**config.mk**
```make
export PLATFORM = sky130hd
export DESIGN_NAME = i2s_sample_bridge
export DESIGN_NICKNAME = d
export VERILOG_FILES = /design/src/rtl/i2s_pkg.sv /design/src/rtl/sync_edge_detect.sv /design/src/rtl/i2s_sample_bridge.sv
export SDC_FILE = /design/constraint.sdc
export NUM_CORES = 1
export LEC_CHECK = 0
export CAP_MARGIN = 20
export CORE_MARGIN = 4
export CORE_UTILIZATION = 55
export CTS_CLUSTER_DIAMETER = 50
export DETAILED_ROUTE_END_ITERATION = 10
export PLACE_DENSITY = 0.77
export SYNTH_ARGS = -nofsm -noshare
export SYNTH_HDL_FRONTEND = slang
export SYNTH_SLANG_ARGS = --single-unit
export TNS_END_PERCENT = 100
```
**constraint.sdc**
```tcl
create_clock -name clk -period 5.1 [get_ports clk]
set_input_delay 1.275 -clock clk [delete_from_list [all_inputs] [get_ports clk]]
set_output_delay 1.275 -clock clk [all_outputs]
set_load 0.05 [all_outputs]
```
**src/rtl/i2s_pkg.sv**
```systemverilog
`default_nettype none
// ============================================================================
// Module      : i2s_pkg
// Description : Shared constants for the I2S sample bridge.
// Revision    : 1.0 - initial release
// ============================================================================
package i2s_pkg;

    localparam logic I2S_CHAN_LEFT           = 1'b0;
    localparam int   I2S_SYNC_STAGES_DEFAULT = 2;

endpackage
`default_nettype wire

```
**src/rtl/sync_edge_detect.sv**
```systemverilog
`default_nettype none
// ============================================================================
// Module      : sync_edge_detect
// Description : Multi-flop synchroniser with registered-level edge detection.
// Revision    : 1.0 - initial release
// ============================================================================
module sync_edge_detect
    import i2s_pkg::*;
#(
    parameter int stages = I2S_SYNC_STAGES_DEFAULT
) (
    input  logic clk,
    input  logic async_in,
    output logic level,
    output logic rise,
    output logic fall
);

    logic [stages-1:0] r_chain;
    logic              r_prev;

    // Free-running so the synchronised level is valid as soon as reset releases.
    always_ff @(posedge clk) begin
        r_chain <= {r_chain[stages-2:0], async_in};
        r_prev  <= r_chain[stages-1];
    end

    assign level = r_chain[stages-1];
    assign rise  = r_chain[stages-1] & ~r_prev;
    assign fall  = ~r_chain[stages-1] & r_prev;

endmodule
`default_nettype wire

```
**src/rtl/i2s_sample_bridge.sv**
```systemverilog
`default_nettype none
// ============================================================================
// Module      : i2s_sample_bridge
// Description : Slave-mode I2S bridge: left-channel RX to the engine, mono TX.
// Revision    : 1.0 - initial release
// ============================================================================
module i2s_sample_bridge
    import i2s_pkg::*;
#(
    parameter int data_width  = 16,
    parameter int sync_stages = I2S_SYNC_STAGES_DEFAULT
) (
    input  logic                  clk,
    input  logic                  reset,
    input  logic                  i2s_bclk,
    input  logic                  i2s_lrclk,
    input  logic                  i2s_din,
    output logic                  i2s_dout,
    output logic [data_width-1:0] sample_out,
    output logic                  sample_valid,
    input  logic [data_width-1:0] engine_sample,
    input  logic                  engine_ready,
    output logic                  overrun
);

    localparam int              c_CW       = $clog2(data_width + 1);
    localparam logic [c_CW-1:0] c_CNT_IDLE = c_CW'(data_width);
    localparam logic [c_CW-1:0] c_CNT_LAST = c_CW'(data_width - 1);
    localparam logic [c_CW-1:0] c_CNT_ONE  = c_CW'(1);

    logic w_bclk_rise;
    logic w_bclk_fall;
    logic w_bclk_level_unused;
    logic w_lr;
    logic w_lr_rise_unused;
    logic w_lr_fall_unused;
    logic w_din;
    logic w_slot_start;

    logic [sync_stages-1:0] r_din_sync;

    logic                  r_lr_prev;
    logic [c_CW-1:0]       r_rx_ctr;
    logic                  r_rx_chan;
    logic [data_width-2:0] r_rx_shift;
    logic [data_width-1:0] r_sample_out;
    logic                  r_sample_valid;
    logic                  r_overrun;

    logic                  r_ready_prev;
    logic [data_width-1:0] r_tx_word;
    logic [data_width-1:0] r_tx_frame;
    logic [data_width-1:0] r_tx_shift;
    logic [c_CW-1:0]       r_tx_ctr;
    logic                  r_dout;

    sync_edge_detect #(
        .stages   (sync_stages)
    ) u_bclk_sync (
        .clk      (clk),
        .async_in (i2s_bclk),
        .level    (w_bclk_level_unused),
        .rise     (w_bclk_rise),
        .fall     (w_bclk_fall)
    );

    sync_edge_detect #(
        .stages   (sync_stages)
    ) u_lrclk_sync (
        .clk      (clk),
        .async_in (i2s_lrclk),
        .level    (w_lr),
        .rise     (w_lr_rise_unused),
        .fall     (w_lr_fall_unused)
    );

    // Same depth as the bclk chain keeps din aligned with the detected rise.
    always_ff @(posedge clk) begin
        r_din_sync <= {r_din_sync[sync_stages-2:0], i2s_din};
    end
    assign w_din = r_din_sync[sync_stages-1];

    assign w_slot_start = w_bclk_rise && (w_lr != r_lr_prev);

    // Receive: the bit sampled at the slot-start rise is the previous slot's LSB.
    always_ff @(posedge clk) begin
        if (!reset) begin
            r_lr_prev      <= w_lr;
            r_rx_ctr       <= c_CNT_IDLE;
            r_rx_chan      <= ~I2S_CHAN_LEFT;
            r_rx_shift     <= '0;
            r_sample_out   <= '0;
            r_sample_valid <= 1'b0;
            r_overrun      <= 1'b0;
        end else begin
            r_sample_valid <= 1'b0;
            r_overrun      <= 1'b0;
            if (w_bclk_rise) begin
                r_lr_prev <= w_lr;
                if (w_lr != r_lr_prev) begin
                    r_rx_ctr  <= '0;
                    r_rx_chan <= w_lr;
                end else if (r_rx_ctr < c_CNT_IDLE) begin
                    r_rx_shift <= {r_rx_shift[data_width-3:0], w_din};
                    r_rx_ctr   <= r_rx_ctr + c_CNT_ONE;
                    if ((r_rx_ctr == c_CNT_LAST) && (r_rx_chan == I2S_CHAN_LEFT)) begin
                        r_sample_out   <= {r_rx_shift, w_din};
                        r_sample_valid <= 1'b1;
                        r_overrun      <= ~engine_ready;
                    end
                end
            end
        end
    end

    // Transmit: one snapshot per frame, replayed on both slots.
    always_ff @(posedge clk) begin
        if (!reset) begin
            r_ready_prev <= engine_ready;
            r_tx_word    <= '0;
            r_tx_frame   <= '0;
            r_tx_shift   <= '0;
            r_tx_ctr     <= c_CNT_IDLE;
            r_dout       <= 1'b0;
        end else begin
            r_ready_prev <= engine_ready;
            if (engine_ready && !r_ready_prev) begin
                r_tx_word <= engine_sample;
            end
            if (w_slot_start) begin
                r_tx_ctr <= '0;
                if (w_lr == I2S_CHAN_LEFT) begin
                    r_tx_frame <= r_tx_word;
                    r_tx_shift <= r_tx_word;
                end else begin
                    r_tx_shift <= r_tx_frame;
                end
            end else if (w_bclk_fall) begin
                if (r_tx_ctr < c_CNT_IDLE) begin
                    r_dout     <= r_tx_shift[data_width-1];
                    r_tx_shift <= {r_tx_shift[data_width-2:0], 1'b0};
                    r_tx_ctr   <= r_tx_ctr + c_CNT_ONE;
                end else begin
                    r_dout <= 1'b0;
                end
            end
        end
    end

    assign i2s_dout     = r_dout;
    assign sample_out   = r_sample_out;
    assign sample_valid = r_sample_valid;
    assign overrun      = r_overrun;

endmodule
`default_nettype wire

```
Word level (Yosys, flattened, before mapping)
Index checks and enable logic that the tools add are counted.
- add/sub/neg operators: 2
- bitwise gates (word level): 12
- multiplexer cells: 13
- reductions and logical operators: 17
- $lt $le $gt $ge: 2
- equality and inequality tests: 3
- operator list (operator ; number):
    2-to-1 mux 16 bit ; 4
    2-to-1 mux 5 bit ; 5
    adder 5 x 1 -> 5 bit, second input constant ; 2
    less-than comparator 5 bit, second input constant ; 2
    NOT 1 bit ; 10
    AND reduction 2 bit ; 5
    nonzero test 2 bit ; 3
    == test 5 x 4 -> 1 bit, second input constant ; 1
    OR reduction 5 bit ; 1
    2-to-1 mux 1 bit ; 4
    AND reduction 4 bit ; 1
    OR reduction 4 bit ; 1
    logical AND 1 bit ; 3
    AND reduction 3 bit ; 1
    AND 1 bit ; 2
    != test 2 x 1 -> 1 bit, second input constant ; 1
    OR reduction 2 bit ; 1
    zero test 1 bit ; 1
    != test 1 bit ; 1
- logic and storage cells: 67
- flip-flop bits (word level): 102
- output and inout port bits: 19
- input port bits: 22

Longest topological paths before layout
Gate-level depths: netlist of the first run.
- word-level depth: 5
- mapped depth: 8
- depth with buffers taken out: 6

By module
Synthesis of the first run repeated with hierarchy kept, for this count alone.
- cells, all modules: 436
- area total of the unflattened synthesis: 4060.1 µm²
- by module, submodules not included (module ; area each (µm²) ; cells each ; instances ; sequential area each (µm²)):
    i2s_sample_bridge ; 3910.0 ; 426 ; 1 ; 1951.9
    sync_edge_detect ; 75.1 ; 5 ; 2 ; 60.1

Worst setup path after synthesis of the first run
Ideal clock, no wire load.
- path type: in2reg
- from: in engine_ready
- to: reg r_tx_word[10]
- required time: 5030 ps
- arrival time: 2045 ps
- setup time: 70 ps
- buffers on the path: 2
- stages: 5
- setup slack: 2985 ps
- cells stage by stage: nor2b_1 -> clkbuf_1 -> clkbuf_1 -> nand2_1 -> a21oi_1
- cells in the longest elaborated chain, start to end: 1
- ends and longest elaborated chain (what ; line ; text):
    start: declaration ; i2s_sample_bridge.sv:22 ; input logic engine_ready,
    logical AND 1 bit ; i2s_sample_bridge.sv:127 ; if (engine_ready && !r_ready_prev) begin
    end signal: assignment ; i2s_sample_bridge.sv:128 ; r_tx_word <= engine_sample;
    end: declaration ; i2s_sample_bridge.sv:51 ; logic [data_width-1:0] r_tx_word;
Every way passes these cells.
A chain may end at the register's enable or synchronous reset.

Worst setup path after layout of the first run
- from: reg r_sample_out[0], in the netlist sample_out[0]
- to: out sample_out[0]
- RTL lines (what ; line ; text):
    start: declaration ; i2s_sample_bridge.sv:46 ; logic [data_width-1:0] r_sample_out;
    start signal: assignment ; i2s_sample_bridge.sv:107 ; r_sample_out <= {r_rx_shift, w_din};
    end: declaration ; i2s_sample_bridge.sv:19 ; output logic [data_width-1:0] sample_out,
No word-level cell between the ends.

==> results of run 1 <==
==> logic make-up (layout without fill, tap and decap cells) <==
| family | after synthesis | count (layout) | synth area share |
|---|---|---|---|
| mux | 51 | 51 | 0.128 |
| xor+xnor | 3 | 3 | 0.00636 |
| fa+ha+maj | 3 | 3 | 0.00909 |
| simple gates | 140 | 140 | 0.152 |
| buf+inv | 44 | 66 | 0.0512 |
| flops | 102 | 102 | 0.497 |
| compound gates | 116 | 116 | 0.157 |
==> per-layer routing <==
layer	share of wire	wire, um	track usage
met2	0.46	3560	0.302
met4	0.013	100	0.0577
met5	0	0	0
met3	0.049	375	0.0478
met1	0.47	3650	0.234
==> final timing paths <==
check	end	slack (ns)	cells after the start
max	sample_out[0]	2.32	1
min	r_din_sync[1]$_DFF_P_	0.34	0
max reg2reg	r_rx_ctr[0]$_SDFFE_PN0P_	2.96	5
min reg2reg	r_din_sync[1]$_DFF_P_	0.34	0
==> stage by stage <==
| step | utilization | worst slack (ns) |
|---|---|---|
| CTS | 0.651 | 2.29 |
| floorplan | - | 2.98 |
| global route | 0.651 | 2.24 |
| detailed placement | 0.621 | 2.16 |
| global placement | 0.621 | 2.21 |
| finish | 0.651 | 2.32 |
==> placed cells by master (no fill, tap or decap), types with 2 or more instances in the layout <==
cell type	instances
sky130_fd_sc_hd__clkbuf_8	9
sky130_fd_sc_hd__buf_4	5
sky130_fd_sc_hd__mux2i_1	35
sky130_fd_sc_hd__or3b_1	2
sky130_fd_sc_hd__dfxtp_1	101
sky130_fd_sc_hd__o21ai_0	22
sky130_fd_sc_hd__a211oi_1	2
sky130_fd_sc_hd__or3_1	2
sky130_fd_sc_hd__a21oi_1	69
sky130_fd_sc_hd__inv_6	2
sky130_fd_sc_hd__xor2_1	2
sky130_fd_sc_hd__ha_1	3
sky130_fd_sc_hd__clkdlybuf4s50_1	39
sky130_fd_sc_hd__nand2_1	99
sky130_fd_sc_hd__a211o_1	2
sky130_fd_sc_hd__clkinv_2	2
sky130_fd_sc_hd__nor2b_1	3
sky130_fd_sc_hd__nor2_1	4
sky130_fd_sc_hd__o211ai_1	4
sky130_fd_sc_hd__inv_1	4
sky130_fd_sc_hd__nand3_1	18
sky130_fd_sc_hd__o31ai_1	15
sky130_fd_sc_hd__bufinv_16	2
sky130_fd_sc_hd__mux2_2	16
==> state kept, by name (all words and copies together), names as in the netlist, 2 cells and up <==
register	cells
r_rx_shift	15
u_lrclk_sync.r_chain	2
sample_out	16
r_tx_ctr	5
r_din_sync	2
r_rx_ctr	5
r_tx_frame	16
u_bclk_sync.r_chain	2
r_tx_word	16
r_tx_shift	16
==> worst reg2reg max path, delay by kind of cell, from the launching register on <==
kind            cells  cell delay (ns)
flops               1             0.31
buf+inv             2             0.62
compound gates      2             0.43
xor+xnor            1             0.69
==> Yosys cell counts (all sizes together), types with 2 or more instances <==
cell      n  area share
or3b      2      0.0042
a211o     2      0.0042
nand2    99       0.090
nor2      4      0.0036
o21ai    22       0.027
a21oi    69       0.084
buf      13       0.023
inv       5      0.0045
dfxtp   101        0.49
o211ai    4      0.0073
xor2      2      0.0042
o31ai    15       0.027
nand3    18       0.022
ha        3      0.0091
or3       2      0.0030
nor2b     3      0.0045
nor3b     2      0.0048
a211oi    2      0.0036
mux2i    35       0.085
mux2     16       0.044
clkbuf   26       0.024
==> power by group <==
part / leakage (nW) / total (mW) / internal [mW] / switching (mW)
logic: 0.807 / 0.108 / 0.0439 / 0.0644
clock network: 0.110 / 0.549 / 0.278 / 0.271
registers: 0.831 / 0.832 / 0.817 / 0.0147
==> area by class of cell <==
type / count / share of cell area
clock buffers: 9 / 0.0261
multi-input cells: 313 / 0.400
clock inverters: 7 / 0.0200
well taps: 99 / 0.0261
repair buffers: 45 / 0.0912
flip-flops and latches: 102 / 0.432
inverters: 5 / 0.00395
==> out/results.txt, run 1 <==
The flow ran to the end, and the final reports show no timing, DRC or antenna violations. The count of fill cells added during filler insertion was 665. The cell type group with the largest total delay on the critical path is buffers and inverters.

The relative slew slack was 0.318; the synthesized net count was 484. Clock tree synthesis inserted a total of 9 buffers. The logs give 0.183 for the total global-route track usage and 167 for the starting DRC count in detailed routing.

With fillers left out, the area of the finished cells amounts to 4750 um2. The post-synthesis async set-or-reset flop share works out to 0. The number of buffers added on ports was 40; the average size of a mapped cell was 9.00 um2. The number of synthesized flops with an enable pin was 1; the sequential element share of the synthesized area was 0.497. The run gives 580 as the final non-filler cell total. The total power draw was 1.49 mW.

The worst setup path is captured at a primary output. The count of pins over their slew limit was 0; the time the worst path needs with I/O delays and setup was 2.78 ns. For this run, design rule violations remaining after detail routing come to 0. The number of buffers added for setup after CTS came out at 0. Dividing the detail-routed wire length by the instance count gives 13.3 um. The top flip-flop cell by instance count after synthesis is sky130_fd_sc_hd__dfxtp_1. The slowest stage of the critical path belongs to the cell sky130_fd_sc_hd__clkdlybuf4s50_1. The source of the critical timing path is sample_out[0]$_SDFFE_PN0P_. The root buffer cell is sky130_fd_sc_hd__clkbuf_8. Based on the critical path, the design can be clocked at up to 360 MHz. STA classifies the critical path startpoint as a register. Across all hold checks on the routed design, the worst slack comes to 0.335 ns. The tools report the starting density of the core as 0.567.

For the worst setup path, the data arrival time is 1.51 ns. Across the run, the number of max-cap violations was 0. In the final timing run, aggregate negative setup slack is 0 ns. Entering global routing, the biggest net connects 58 pins. The logs give 2 for the maximum buffer depth of the clock tree and 4530 um2 for the placed instance area. For this run, the number of Yosys warnings is 0. After floorplanning, the core was sized to cover 7290 um2. The count of state elements after synthesis works out to 102.

The repair_antennas step left the layout with diodes totalling 0. The final global-route overflow total was 0; the share of layout cells above drive strength 1 was 0.0894. Dividing total power by cell area gives a power density of 314 nW/um2. The hold buffer count at CTS was 0. In this run the horizontal extent of the chip is 94.7 um. The clock drives 102 sinks.

In this run the number of H-tree levels came out at 3. The number of instances resized during post-cts repair was 0; the leakage power was 1.75 nW. For the final-stage net count, the log shows 501.

For the number of I/O pins, the log shows 41. Setup violations remaining at the end of the flow were counted as 0. The logs give 3205 for the total vias in the final route and 1900 um2 for the area occupied by multi-input gates. IR analysis of the VDD net gives a maximum drop of 0.262 mV. Walking the worst path, the cells encountered are clkdlybuf4s50_1. Counting tap cells, the placed design contains a total of 564 instances. The HPWL reported at the end of detailed placement was 5.02 mm. The critical setup path kind is register to primary output.

The source of the worst hold timing path is r_din_sync[0]$_DFF_P_. The detailed-route vias per instance was 5.53; the die extent in y was 94.7 um. The first-pass iteration count of the detailed router is 5, and the count of cell types in the netlist is 40.

The synthesized netlist occupies a cell area of 4130 um2. At the end of routability-driven placement, the weighted congestion stood at 0.799. For the count of final hold-check violations, the log shows 0.

Type of the most critical hold path: register to register. For the worst setup path, the data required time is 3.83 ns. TritonCTS built the clock tree. At the pin with the least slew margin, the transition time is 1.02 ns. The area added between synthesis and finish is 14.9%, and the full die area is 8960 um2.

In this design, the stage delay of the slowest critical-path cell is 0.80 ns. For the insertion delay to the later sink of the worst-skew pair, the log shows 0.36 ns. The area of all sequential standard cells is 2050 um2. Setup repair after global routing left no endpoint under its margin. The detail route stage leaves a number of antenna-violating nets equal to 0. The first global-routing pass estimated 13.1 mm of wire. The tools report the launching point of the worst reg2reg path as u_lrclk_sync.r_chain[1]$_DFF_P_.

The via count of the first global-routing pass was 2936; the cell count after synthesis was 459. Share of the clock period used by the worst path after layout: 0.545. The maximum fanout along the worst path came out at 2.

For the initial antenna violation count, the log shows 0. The number of rows created at floorplan was 31; the buffers plus inverters on the worst setup path was 1. Between clock sinks in the finished design, the worst skew comes to 0.00743 ns. After clock tree synthesis, the clock-pin slew on the worst setup and hold paths is 0.10 ns.

Wires add up to 7.69 mm.
(Power assumes the default switching activity.)
==> run 2: changes to the inputs <==
clock period = 2.9 ns   (was 5.1 ns; I/O delays follow)
==> run 2 against run 1 <==
  * Critical path depth did not move
  * Combinational power grew 80%
  * Clock-buffer cell count rose by 3
  * Routed wire length rose by 7.0%
  * Largest cell class unchanged
  * Highest routed layer unchanged
==> out/results.txt, run 2 (synthesis gave the netlist of run 1 again) <==
The time the worst path needs with I/O delays and setup came out at 2.25 ns. TritonCTS built the clock tree. The logs give 102 (unchanged) for the clock sink count and 0.278 mV (+6.0%) for the worst-case vdd ir drop.

The path class of the tightest hold or removal check is register to register. The max-capacitance violation count is 0 (unchanged). The final wirelength was 8.23 mm (+7.0%); the final clock skew was 0.0105 ns (+0.00305 ns). Share of the clock period used by the worst path after layout: 0.775. The die extent in y works out to 94.7 um (unchanged).

Setup repair after global routing left no endpoint under its margin. The core region area was 7290 um2 (unchanged); the maximum frequency from static timing analysis was 445 MHz. Maximum fanout along the worst path: 2 (unchanged). For the hold buffer count at CTS, the log shows 0 (unchanged).

The data required time of the critical path is 2.17 ns (-1.66 ns). The cell with the largest stage delay on the worst path was sky130_fd_sc_hd__clkdlybuf4s50_1. The largest stage delay on the critical path came out at 0.81 ns (about the same). For the total negative setup slack, the log shows 0 ns (unchanged). The count of pins over their slew limit was 0 (unchanged); the detailed-route vias per instance was 5.53 (about the same). The buffers plus inverters on the worst setup path was 1 (unchanged); the number of buffers added on ports was 40 (unchanged). The final hold slack was 0.335 ns (-0.000581 ns). From synthesis to final layout, the design area changed by 15.3%. The maximum level of the CTS H-tree was 3 (unchanged). The total power draw is 2.56 mW (+72%), and the first-pass iteration count of the detailed router is 4 (-1). The global placer's final weighted congestion came out at 0.728 (-8.9%). The library cells used most frequently in the layout, excluding fill and tap cells, are sky130_fd_sc_hd__dfxtp_1 (101), sky130_fd_sc_hd__nand2_1 (99), sky130_fd_sc_hd__a21oi_1 (69). The tools report the number of buffers added for setup after CTS as 0 (unchanged). The total vias in the final route was 3238 (+1.0%). The final non-filler cell total is 586 (+1.0%), and the number of instances resized during post-cts repair is 0 (unchanged). The final antenna-violating net count is 0 (unchanged), and the number of I/O pins is 41 (unchanged). For the insertion delay to the later sink of the worst-skew pair, the log shows 0.36 ns (about the same). The worst setup path is of the register to primary output kind.

The worst setup path is captured at a primary output. The measured slew at the worst slew-check pin is 0.778 ns (-0.241 ns). The setup violation total in the final timing report is 0 (unchanged), and the starting density of the core is 0.567 (unchanged).

The logs give 57 (-1.7%) for the pin count of the biggest net entering global routing and 0.481 (+0.164) for the relative slew slack. The final global-route overflow total is 0 (unchanged). Most frequent standard cell in the layout excluding fill and tap cells: sky130_fd_sc_hd__dfxtp_1. The tools report the remaining routing DRC violations as 0 (unchanged). Startpoint type of the worst setup path: a register. For the worst path arrival time, the log shows 1.52 ns (about the same). The logs give 31 (unchanged) for the number of rows created at floorplan and 1.76 nW (+0.72%) for the leakage power. The power per standard cell area came out at 538 nW/um2 (+72%). The count of final hold-check violations was 0 (unchanged). The logs give 0 (unchanged) for the number of diodes added for antenna fixing and 5.45 mm (+8.7%) for the HPWL reported at the end of detailed placement. The full die area is 8960 um2 (unchanged). The critical path goes through clkdlybuf4s50_1. The via count of the first global-routing pass was 3122 (+6.3%). The starting DRC count in detailed routing came out at 170 (+1.8%). The horizontal extent of the die works out to 94.7 um (unchanged). The global-route wire length before repair is 13.9 mm (+5.9%). Count of fill cells added during filler insertion: 639 (-3.9%). The flow ran to the end, and the final reports show no timing, DRC or antenna violations. Cell type group with the largest total delay on the critical path: buffers and inverters.

Share of layout cells above drive strength 1: 0.0965 (+0.00711). For the final-stage net count, the log shows 507 (+1.2%). The logs give 0.194 (+0.0110) for the total global-route track usage and 570 (+1.1%) for the number of placed instances, taps included. The wire length per cell after detailed routing came out at 14.0 um (+5.9%).

The tools report the maximum buffer depth of the clock tree as 2 (unchanged). The CTS buffer count was 9 (unchanged). The run gives 0 (unchanged) as the initial antenna violation count. Root buffer cell: sky130_fd_sc_hd__clkbuf_8. The clock input transition at the sequential cells of the worst setup and hold paths came out at 0.09 ns (about the same).
[run 2: cell count changes in the layout (fill, tap and decap cells not counted), sizes merged]
cell,change
bufinv,-1
buf,+6
clkinv,-1
clkinvlp,-1
clkbuf,+3
[run 2: path summary, 6_finish.rpt]
check                                       start                         endpoint  slack [ns]  cells past startpoint
setup reg to reg   u_bclk_sync.r_chain[1]$_DFF_P_      sample_out[11]$_SDFFE_PN0P_        0.71                      4
hold / removal    u_lrclk_sync.r_chain[0]$_DFF_P_  u_lrclk_sync.r_chain[1]$_DFF_P_        0.33                      0
hold reg to reg   u_lrclk_sync.r_chain[0]$_DFF_P_  u_lrclk_sync.r_chain[1]$_DFF_P_        0.33                      0
setup / recovery       sample_out[2]$_SDFFE_PN0P_                    sample_out[2]        0.65                      1
[run 2: area by class of cell]
cell class | instances | area (um2) | area share
Inverter | 5 | 18.8 | 0.00394
Sequential cell | 102 | 2050 | 0.431
Tap cell | 99 | 124 | 0.0260
Clock inverter | 4 | 53.8 | 0.0113
Multi-Input combinational cell | 313 | 1890 | 0.397
Clock buffer | 12 | 145 | 0.0305
Timing Repair Buffer | 51 | 478 | 0.100
[run 2: stage by stage]
step | utilization | worst slack [ns] | cell area (um2)
6_report | 0.653 | 0.653 | 4760
5_1_grt | 0.653 | 0.502 | 4760
4_1_cts | 0.653 | 0.638 | 4760
3_5_place_dp | 0.626 | 0.729 | 4560
3_3_place_gp | 0.626 | 0.765 | 4560
2_1_floorplan | - | 1.28 | 4130
[run 2: power breakdown]
group | leakage [nW] | switching, mW | internal, mW
registers | 0.831 | 0.0280 | 1.44
logic | 0.828 | 0.113 | 0.0809
clock network | 0.102 | 0.475 | 0.429
[run 2: layer usage]
metal / up-vias / global-route usage / wire [um]
li1: 1631 / - / -
met5: - / 0 / 0
met2: 56 / 0.315 / 3850
met3: 6 / 0.0335 / 352
met1: 1545 / 0.260 / 3960
met4: 0 / 0.0697 / 61
==> run 3: changes to the inputs <==
clock period = 2.1 ns   (was 2.9 ns; I/O delays follow)
==> run 3 against run 2 <==
  * Clock skew increased by 0.0040 ns
  * Non-clock buffer count grew 7
  * Clock power rose by 45%
  * Global-route usage decreased by 0.37 points
  * Total power rose by 41%
  * Worst setup slack worse by 0.59 ns
  * Largest cell class unchanged
  * Highest routed layer unchanged
==> out/results.txt, run 3 (synthesis gave the netlist of run 1 again) <==
The flow ran to the end, and the final reports show no timing, DRC or antenna violations. The tightest min-delay check is of the register to register type. The hold path depth is 0 (unchanged), and the pin count of the biggest net entering global routing is 33 (-42%). The die extent in y came out at 94.7 um (unchanged). The horizontal extent of the die was 94.7 um (unchanged); the power per standard cell area was 745 nW/um2 (+38%). The global-route wire length before repair is 13.6 mm (-2.3%). The cell type group with the largest total delay on the critical path was buffers and inverters. The detailed-route vias per instance was 5.36 (-3.0%); the number of diodes added for antenna fixing was 0 (unchanged). The maximum buffer depth of the clock tree was 2 (unchanged); the final antenna-violating net count was 0 (unchanged).

The tools report the worst-case vdd ir drop as 0.665 mV (+140%). The number of buffers added on ports was 40 (unchanged). The final wirelength was 8.08 mm (-1.8%); the initial antenna violation count was 0 (unchanged).

Walking the worst path, the cells encountered are clkdlybuf4s50_1. The tools report the worst path arrival time as 1.51 ns (about the same). The final setup slack of the worst path is 0.0621 ns (-0.591 ns), and the post-placement setup slack is 0.284 ns (-0.444 ns). The clock input transition at the sequential cells of the worst setup and hold paths is 0.10 ns (about the same), and the total vias in the final route is 3177 (-1.9%). Sort of element at the end of the critical path: a primary output. The area of all sequential standard cells is 2050 um2 (unchanged), and the area added between synthesis and finish is 17.4%. The wire length per cell after detailed routing came out at 13.6 um (-2.9%). Setup repair after global routing left no endpoint under its margin. The logs give 122 (-28%) for the starting DRC count in detailed routing and 0 (unchanged) for the remaining routing DRC violations. The worst hold path begins at u_lrclk_sync.r_chain[0]$_DFF_P_.

The worst reg2reg path depth works out to 7 (+3). The run gives 1.87 nW (+6.0%) as the leakage power. The final-stage net count was 514 (+1.4%). The clock sink count is 102 (unchanged), and the largest stage delay on the critical path is 0.81 ns (about the same).

The run gives 1.57 ns (-0.60 ns) as the data required time of the critical path. The tools report the slack of the worst reg-to-reg path as 0.35 ns (-0.36 ns). The run gives 0.36 ns (about the same) as the insertion delay to the later sink of the worst-skew pair.

Among all stages on the critical path, the largest delay is contributed by sky130_fd_sc_hd__clkdlybuf4s50_1. Leaving out fill and tap cells, the most frequent cells in the layout are sky130_fd_sc_hd__dfxtp_1 (101), sky130_fd_sc_hd__nand2_1 (99), sky130_fd_sc_hd__a21oi_1 (69). The run gives 7290 um2 (unchanged) as the core region area. Global placer's final weighted congestion: 0.775 (+6.4%). The logs give 1890 um2 (unchanged) for the area occupied by multi-input gates and 627 (-1.9%) for the count of fill cells added during filler insertion. The maximum fanout along the worst path came out at 2 (unchanged). The worst hold path terminates at u_lrclk_sync.r_chain[1]$_DFF_P_.

The max-capacitance violation count was 0 (unchanged). Leaving out fill and tap cells, the most frequent cell in the layout is sky130_fd_sc_hd__dfxtp_1. The number of rows created at floorplan was 31 (unchanged); the buffers plus inverters on the worst setup path was 1 (unchanged). The share of layout cells above drive strength 1 was 0.113 (+0.0169); the share of the clock period used by the worst path after layout was 0.970. The tools report the launching point of the worst reg2reg path as r_rx_ctr[0]$_SDFFE_PN0P_. For the number of I/O pins, the log shows 41 (unchanged). The root buffer cell chosen for the clock tree is sky130_fd_sc_hd__clkbuf_8. The logs give 2972 (-4.8%) for the via count of the first global-routing pass and 0.567 (unchanged) for the starting density of the core. The relative slew slack was 0.623 (+0.141).

The count of final hold-check violations came out at 0 (unchanged). The tools report the final global-route overflow total as 0 (unchanged). For the first-pass iteration count of the detailed router, the log shows 4 (unchanged).

Maximum level of the CTS H-tree: 3 (unchanged). The CTS buffer count was 9 (unchanged). The maximum frequency from static timing analysis was 491 MHz; the measured slew at the worst slew-check pin was 0.564 ns (-0.214 ns). The path length in cells of the critical path came out at 1 (unchanged).

For the count of pins over their slew limit, the log shows 0 (unchanged). The final clock skew is 0.0145 ns (+0.00399 ns). TritonCTS built the clock tree.

The HPWL reported at the end of detailed placement was 5.53 mm (+1.4%); the total global-route track usage was 0.190 (-0.00370). The startpoint type of the worst setup path was a register. In this run the critical register-to-register path is captured at sample_out[14]$_SDFFE_PN0P_.

The tools report the setup violation total in the final timing report as 0 (unchanged). The logs give 0 (unchanged) for the number of buffers added for setup after CTS and 8960 um2 (unchanged) for the full die area. Time the worst path needs with I/O delays and setup: 2.04 ns. By startpoint and endpoint, the worst setup path is classified as register to primary output. For the total negative setup slack, the log shows 0 ns (unchanged).
-- run 3: layout make-up --
type | count | area share
Multi-Input combinational cell | 313 | 0.390
Tap cell | 99 | 0.0255
Inverter | 5 | 0.00387
Sequential cell | 102 | 0.423
Timing Repair Buffer | 58 | 0.113
Clock inverter | 5 | 0.0132
Clock buffer | 11 | 0.0312
-- run 3: repair_timing --
action / CTS / global route
pin swaps: 0 / 0
hold buffers: 0 / 0
setup endpoints to repair: 1 / 3
resized for setup: 1 / 3
-- run 3: power breakdown --
part	internal, mW	switching, mW	total, mW
clock network	0.630	0.677	1.31
logic	0.124	0.157	0.281
registers	1.99	0.0387	2.02
-- run 3: metrics by stage --
stage	cell area, um2	std cells	utilization	power [mW]	hold slack (ns)
floorplan	4130	459	-	2.24	0.310
global placement	4630	577	0.635	2.34	0.311
detailed placement	4630	577	0.635	2.35	0.312
CTS	4840	593	0.664	3.64	0.334
global route	4850	593	0.665	3.75	0.343
finish	4850	593	0.665	3.61	0.334
-- run 3: worst max path at each step --
stage / startpoint / endpoint / slack (ns)
after floorplan: r_rx_ctr[0]$_SDFFE_PN0P_ / sample_out[10]$_SDFFE_PN0P_ / 0.48
after global placement: engine_ready / r_tx_word[14]$_SDFFE_PN0P_ / 0.37
after detailed placement: engine_ready / r_tx_word[12]$_SDFFE_PN0P_ / 0.28
after CTS: sample_out[6]$_SDFFE_PN0P_ / sample_out[6] / 0.03
after global routing: sample_out[9]$_SDFFE_PN0P_ / sample_out[9] / 0.005
final: sample_out[13]$_SDFFE_PN0P_ / sample_out[13] / 0.06
-- run 3: routing by layer --
metal | track usage | wire, um
met3 | 0.0382 | 358
met4 | 0.0697 | 103
met2 | 0.308 | 3850
met5 | 0 | 0
met1 | 0.252 | 3770
==> RTL edit 1, RTL diff (flow settings as in run 2) <==
`data_width`: 16 -> 32.
--- a/src/rtl/i2s_sample_bridge.sv
+++ b/src/rtl/i2s_sample_bridge.sv
@@ -7,7 +7,7 @@
 module i2s_sample_bridge
     import i2s_pkg::*;
 #(
-    parameter int data_width  = 16,
+    parameter int data_width  = 32,
     parameter int sync_stages = I2S_SYNC_STAGES_DEFAULT
 ) (
     input  logic                  clk,
Ports: changed (resized engine_sample and sample_out); port bits go from 41 to 73. The function was not compared with the original's and may differ.
==> RTL edit 1 against run 2 <==
- routed wire length up 93%
- register-to-register slack improved by 0.07 ns
- worst hold slack worse by 0.0072 ns
- critical path depth unchanged
- largest power group unchanged
- setup slack worse by 0.15 ns
- maximum frequency down 6.1%
- synthesized area increased by 85%
- critical endpoint is now i2s_dout
- synthesized cell count increased by 91%
- non-clock buffer count is 38 higher
- design area increased by 90%
- sequential cell count rose by 82
- power rose by 100%
==> RTL edit 1: results (changes against run 2) <==
================================================================================
Net switching power of the design                                     0.001171 W   +90%
Worst hold margin                                                      0.3275 ns   -0.007194 ns
Sequential-to-total area share from yosys stat                            0.4828   -0.01384
Worst Hold Endpoint                                                 u_bclk_sync.r_chain[1]$_DFF_P_
Number of fill cells                                                        1096   +72%
Total of cells resized after clock tree synthesis                              0   unchanged
Maximum single-stage delay on the critical path                          0.84 ns   +0.03 ns
Slowest library cell on the worst path                              sky130_fd_sc_hd__clkdlybuf4s50_1
R2r endpoint                                                        sample_out[7]$_SDFFE_PN0P_
Yosys cell types                                                              48   +20%
Number of setup buffers added after CTS                                        0   unchanged
Placer's final routability congestion estimate                            0.7510   +3.2%
Most common library cells after synthesis                           264 x sky130_fd_sc_hd__nand2_1, 183 x sky130_fd_sc_hd__dfxtp_1, 86 x sky130_fd_sc_hd__a21boi_0
CP max FO                                                                      2   unchanged
Worst clock skew                                                      0.01128 ns   +0.0007962 ns
Num CTS Buffers                                                               17   +8
Number of synthesized flops with an enable pin                                 1   unchanged
CTS clock-pin slew for the worst setup and hold paths                    0.06 ns   -0.03 ns
Post-Syn Nets                                                                917   +89%
Worst-Skew Late Latency                                                  0.43 ns   +0.07 ns
Asr flop ratio synth                                                           0   unchanged
Gate family responsible for the most delay along the worst path     buffers and inverters
Maximum count of clock buffers along a single path                             2   unchanged
Aggregate global-route resource usage                                     0.2022   +0.008051
Hold_sp                                                             u_bclk_sync.r_chain[0]$_DFF_P_
Number of vias per cell                                                    5.611   +1.6%
Worst relative slew slack                                                 0.4803   -0.0008020
Number of cells traversed by the worst hold path                               0   unchanged
Global-route wire length before repair                                  26880 um   +93%
Fraction of final layout cells with drive strength greater than 1        0.09565   -0.0008571
Type of the most critical hold path                                      reg2reg
Top area cells in the synthesized netlist                           sky130_fd_sc_hd__dfxtp_1 48%, sky130_fd_sc_hd__nand2_1 13%, sky130_fd_sc_hd__a21boi_0 8.4%
Largest net degree at the start of global routing                             88   +54%
Antenna diode count                                                            0   unchanged
Result of the run                                                   finished clean
First-iteration detailed-routing DRC count                                   596   +250%
HPWL after DPL                                                          10010 um   +84%
Register-to-Register Setup Slack                                         0.78 ns   +0.07 ns
Worst setup timing slack at the placement stage                        0.7499 ns   +0.02128 ns
Yosys warnings                                                                 0   unchanged
Leak Pwr                                                                3.004 nW   +71%
Data arrival, critical path                                              1.67 ns   +0.15 ns
H-tree lvl count                                                               4   +1
R2R Path Start                                                      u_bclk_sync.r_chain[1]$_DFF_P_
Number of antenna violations at the first check in global routing              0   unchanged
Number of buffers added on ports                                              72   +80%
Routed wire length per instance                                         14.52 um   +3.4%
Largest vdd supply drop                                                0.4441 mV   +60%
Worst Reg-to-Reg Cells                                                         4   unchanged
Root buffer cell                                                    sky130_fd_sc_hd__clkbuf_16
Via count of the first global-routing pass                                  5694   +82%
Initial DRT Pass Iterations                                                    5   +1
Number of nets in the final layout                                           949   +87%
Final Worst Setup Slack                                                0.5062 ns   -0.1470 ns
================================================================================
-- RTL edit 1: worst max-delay path by stage --
stage,start,endpoint
floorplan,reset,r_lr_prev$_DFFE_PP_
global placement,engine_ready,r_tx_word[31]$_SDFFE_PN0P_
detailed placement,engine_ready,r_tx_word[7]$_SDFFE_PN0P_
CTS,i2s_dout$_SDFFE_PN0P_,i2s_dout
global route,i2s_dout$_SDFFE_PN0P_,i2s_dout
finish,i2s_dout$_SDFFE_PN0P_,i2s_dout
-- RTL edit 1: cell type report --
cell class                 instances  area [um2]  share of cell area
multi-input combinational        614        3654              0.4048
tap                              176       220.2             0.02440
timing repair buffer              89       883.3             0.09787
sequential                       184        3695              0.4093
clock inverter                     7       95.09             0.01054
inverter                           3       11.26            0.001248
clock buffer                      23       467.9             0.05184
-- RTL edit 1: metal layers --
metal / vias to the layer above / part of all wire / global-route usage
met2: 164 / 0.48 / 0.3352
li1: 3067 / - / -
met1: 2904 / 0.46 / 0.2620
met4: 0 / 0.011 / 0.06057
met5: - / 0 / 0
met3: 15 / 0.047 / 0.05038
-- RTL edit 1: metrics by stage --
stage                     std cells    util  power (W)  instance area, um2
after floorplan                 877       -   0.002921                7650
after global placement         1066  0.6291   0.003038                8463
after detailed placement       1066  0.6291   0.003052                8463
after CTS                      1096  0.6709   0.005266                9026
after global routing           1096  0.6709   0.005408                9026
final                          1096  0.6709   0.005223                9026
-- RTL edit 1: cells by family (layout without fill, tap and decap cells) --
| family | count (synthesis) | in the layout | share of synthesized area |
|---|---|---|---|
| adder cells (fa/ha/maj) | 2 | 2 | 0.003271 |
| flip-flops | 184 | 184 | 0.4828 |
| buffers and inverters | 79 | 122 | 0.04236 |
| XOR/XNOR | 4 | 4 | 0.007034 |
| multiplexers | 64 | 64 | 0.08898 |
| AND/OR/NAND/NOR | 330 | 330 | 0.1853 |
| AO/OA/AOI/OAI | 214 | 214 | 0.1902 |
-- RTL edit 1: power groups by stage --
stage                     sequential [W]  combinational [W]  clock (W)
final                            0.00264           0.000359    0.00222
after detailed placement         0.00269           0.000358          0
after floorplan                  0.00268           0.000245          0
after global placement           0.00269           0.000349          0
after global routing             0.00265           0.000398    0.00236
after CTS                        0.00264           0.000360    0.00227
==> RTL edit 2, RTL diff (settings of run 2) <==
Made on the original files. Register the output `overrun` once more; this adds one clock of latency there. The other outputs are not delayed to match.
--- a/src/rtl/i2s_sample_bridge.sv
+++ b/src/rtl/i2s_sample_bridge.sv
@@ -150,7 +150,9 @@
     assign i2s_dout     = r_dout;
     assign sample_out   = r_sample_out;
     assign sample_valid = r_sample_valid;
-    assign overrun      = r_overrun;
+    always_ff @(posedge clk) begin
+        overrun <= r_overrun;
+    end
 
 endmodule
 `default_nettype wire
Formal check against the unedited RTL: same outputs for any inputs over 10 cycles, from zero or initial values and one cycle with reset low; that may be too few to reach the edited logic, so the function may still have changed.
==> RTL edit 2 against run 2 <==
- die area is 0.44% higher
- routed wire length down 2.3%
- sequential share of layout area up 0.26 points
- sequential cell count increased by 1
- first-iteration DRC count up 12%
- design area grew 0.37%
- power grew 0.95%
- synthesized area grew 0.48%
- setup slack worse by 0.0066 ns
- utilization up 0.24 points
- critical endpoint is now i2s_dout
==> RTL edit 2: results (changes against run 2) <==
=================================================================================================================
Result of the run                                                                                    finished clean
Largest vdd supply drop                                                                                 0.3595 mV   +29%
Placer's final routability congestion estimate                                                             0.7728   +6.2%
Type of the most critical hold path                                                                       reg2reg
Hold_sp                                                                                              r_din_sync[0]$_DFF_P_
Worst Hold Endpoint                                                                                  r_din_sync[1]$_DFF_P_
Number of vias per cell                                                                                     5.406   -2.2%
Arithmetic-cell share of the synthesized area counting full adders, half adders and majority gates       0.009042   -0.00004381
Aggregate global-route resource usage                                                                      0.1928   -0.001304
Global-route wire length before repair                                                                   13760 um   -1.0%
Largest net degree at the start of global routing                                                              57   unchanged
H-tree lvl count                                                                                                3   unchanged
Asr flop ratio synth                                                                                            0   unchanged
Worst relative slew slack                                                                                  0.4823   +0.001196
Num CTS Buffers                                                                                                 9   unchanged
Fraction of final layout cells with drive strength greater than 1                                         0.09856   +0.002053
Worst clock skew                                                                                      0.009935 ns   -0.0005516 ns
Via count of the first global-routing pass                                                                   3016   -3.4%
Register-to-Register Setup Slack                                                                          0.87 ns   +0.16 ns
Routed wire length per instance                                                                          13.71 um   -2.3%
Maximum single-stage delay on the critical path                                                           0.81 ns   about the same
First-iteration detailed-routing DRC count                                                                    191   +12%
R2R Path Start                                                                                       u_lrclk_sync.r_chain[1]$_DFF_P_
HPWL after DPL                                                                                            5247 um   -3.7%
Synthesized-area fraction occupied by ao, oa, aoi and oai cells                                            0.1558   -0.0007550
Total of cells resized after clock tree synthesis                                                               0   unchanged
Mux contribution to synthesized area                                                                       0.1278   -0.0006192
Maximum count of clock buffers along a single path                                                              2   unchanged
Antenna diode count                                                                                             0   unchanged
Crit path launch                                                                                     i2s_dout$_SDFFE_PN0P_
Cell area after placement                                                                                4576 um2   +0.27%
Net switching power of the design                                                                     0.0006480 W   +5.1%
Worst Reg-to-Reg Cells                                                                                          5   +1
Most common library cells after synthesis                                                            102 x sky130_fd_sc_hd__dfxtp_1, 99 x sky130_fd_sc_hd__nand2_1, 69 x sky130_fd_sc_hd__a21oi_1
Sequential-to-total area share from yosys stat                                                             0.4991   +0.002427
Top area cells in the synthesized netlist                                                            sky130_fd_sc_hd__dfxtp_1 49%, sky130_fd_sc_hd__nand2_1 9.0%, sky130_fd_sc_hd__mux2i_1 8.4%
Xor and xnor area share after synthesis                                                                  0.006329   -0.00003067
Number of fill cells                                                                                          638   -0.16%
Leak Pwr                                                                                                 1.767 nW   +0.37%
CP max FO                                                                                                       2   unchanged
Post-Syn Nets                                                                                                 485   +0.21%
R2r endpoint                                                                                         r_rx_ctr[3]$_SDFFE_PN0P_
=================================================================================================================
RTL edit 2: changes by cell type after synthesis, sizes merged:
cell	before	now
dfxtp	101	102
RTL edit 2: layout make-up:
cell class,count,share of cell area
Clock buffer,9,0.02592
Clock inverter,7,0.01675
Inverter,5,0.003927
Multi-Input combinational cell,313,0.3955
Sequential cell,103,0.4335
Tap cell,99,0.02592
Timing Repair Buffer,50,0.09843
RTL edit 2: worst max path at each step:
stage | endpoint | slack (ns) | cells past startpoint
finish | i2s_dout | 0.65 | 1
global route | i2s_dout | 0.58 | 1
CTS | i2s_dout | 0.62 | 1
detailed placement | r_rx_ctr[3]$_SDFFE_PN0P_ | 0.91 | 5
global placement | r_tx_word[12]$_SDFFE_PN0P_ | 0.95 | 4
floorplan | sample_out[10]$_SDFFE_PN0P_ | 1.28 | 8
RTL edit 2: per-layer routing:
| layer | vias to the layer above | routed length (um) | track usage |
|---|---|---|---|
| met4 | 0 | 117 | 0.06490 |
| met2 | 61 | 3572 | 0.2995 |
| li1 | 1636 | - | - |
| met3 | 11 | 366 | 0.04064 |
| met1 | 1460 | 3979 | 0.2667 |
| met5 | - | 0 | 0 |
RTL edit 2: kinds of logic after synthesis:
logic type	count (synthesis)
fa+ha+maj	3
compound gates	116
simple gates	140
buf+inv	44
flops	103
xor+xnor	3
mux	51
RTL edit 2: per-stage QoR:
stage,instances,worst slack (ns),util,hold slack (ns),power [W]
floorplan,460,1.275,-,0.3096,0.001637
global placement,570,0.9546,0.6275,0.3104,0.001696
detailed placement,570,0.9057,0.6275,0.3181,0.001702
CTS,586,0.6198,0.6555,0.3422,0.002611
global route,586,0.5815,0.6555,0.3603,0.002689
finish,586,0.6466,0.6555,0.3395,0.002589
RTL edit 2: power groups by stage:
stage	combinational (W)	clock, W	sequential [W]
global route	0.000211	0.000992	0.00149
global placement	0.000184	0	0.00151
CTS	0.000189	0.000941	0.00148
finish	0.000190	0.000917	0.00148
floorplan	0.000136	0	0.00150
detailed placement	0.000188	0	0.00151
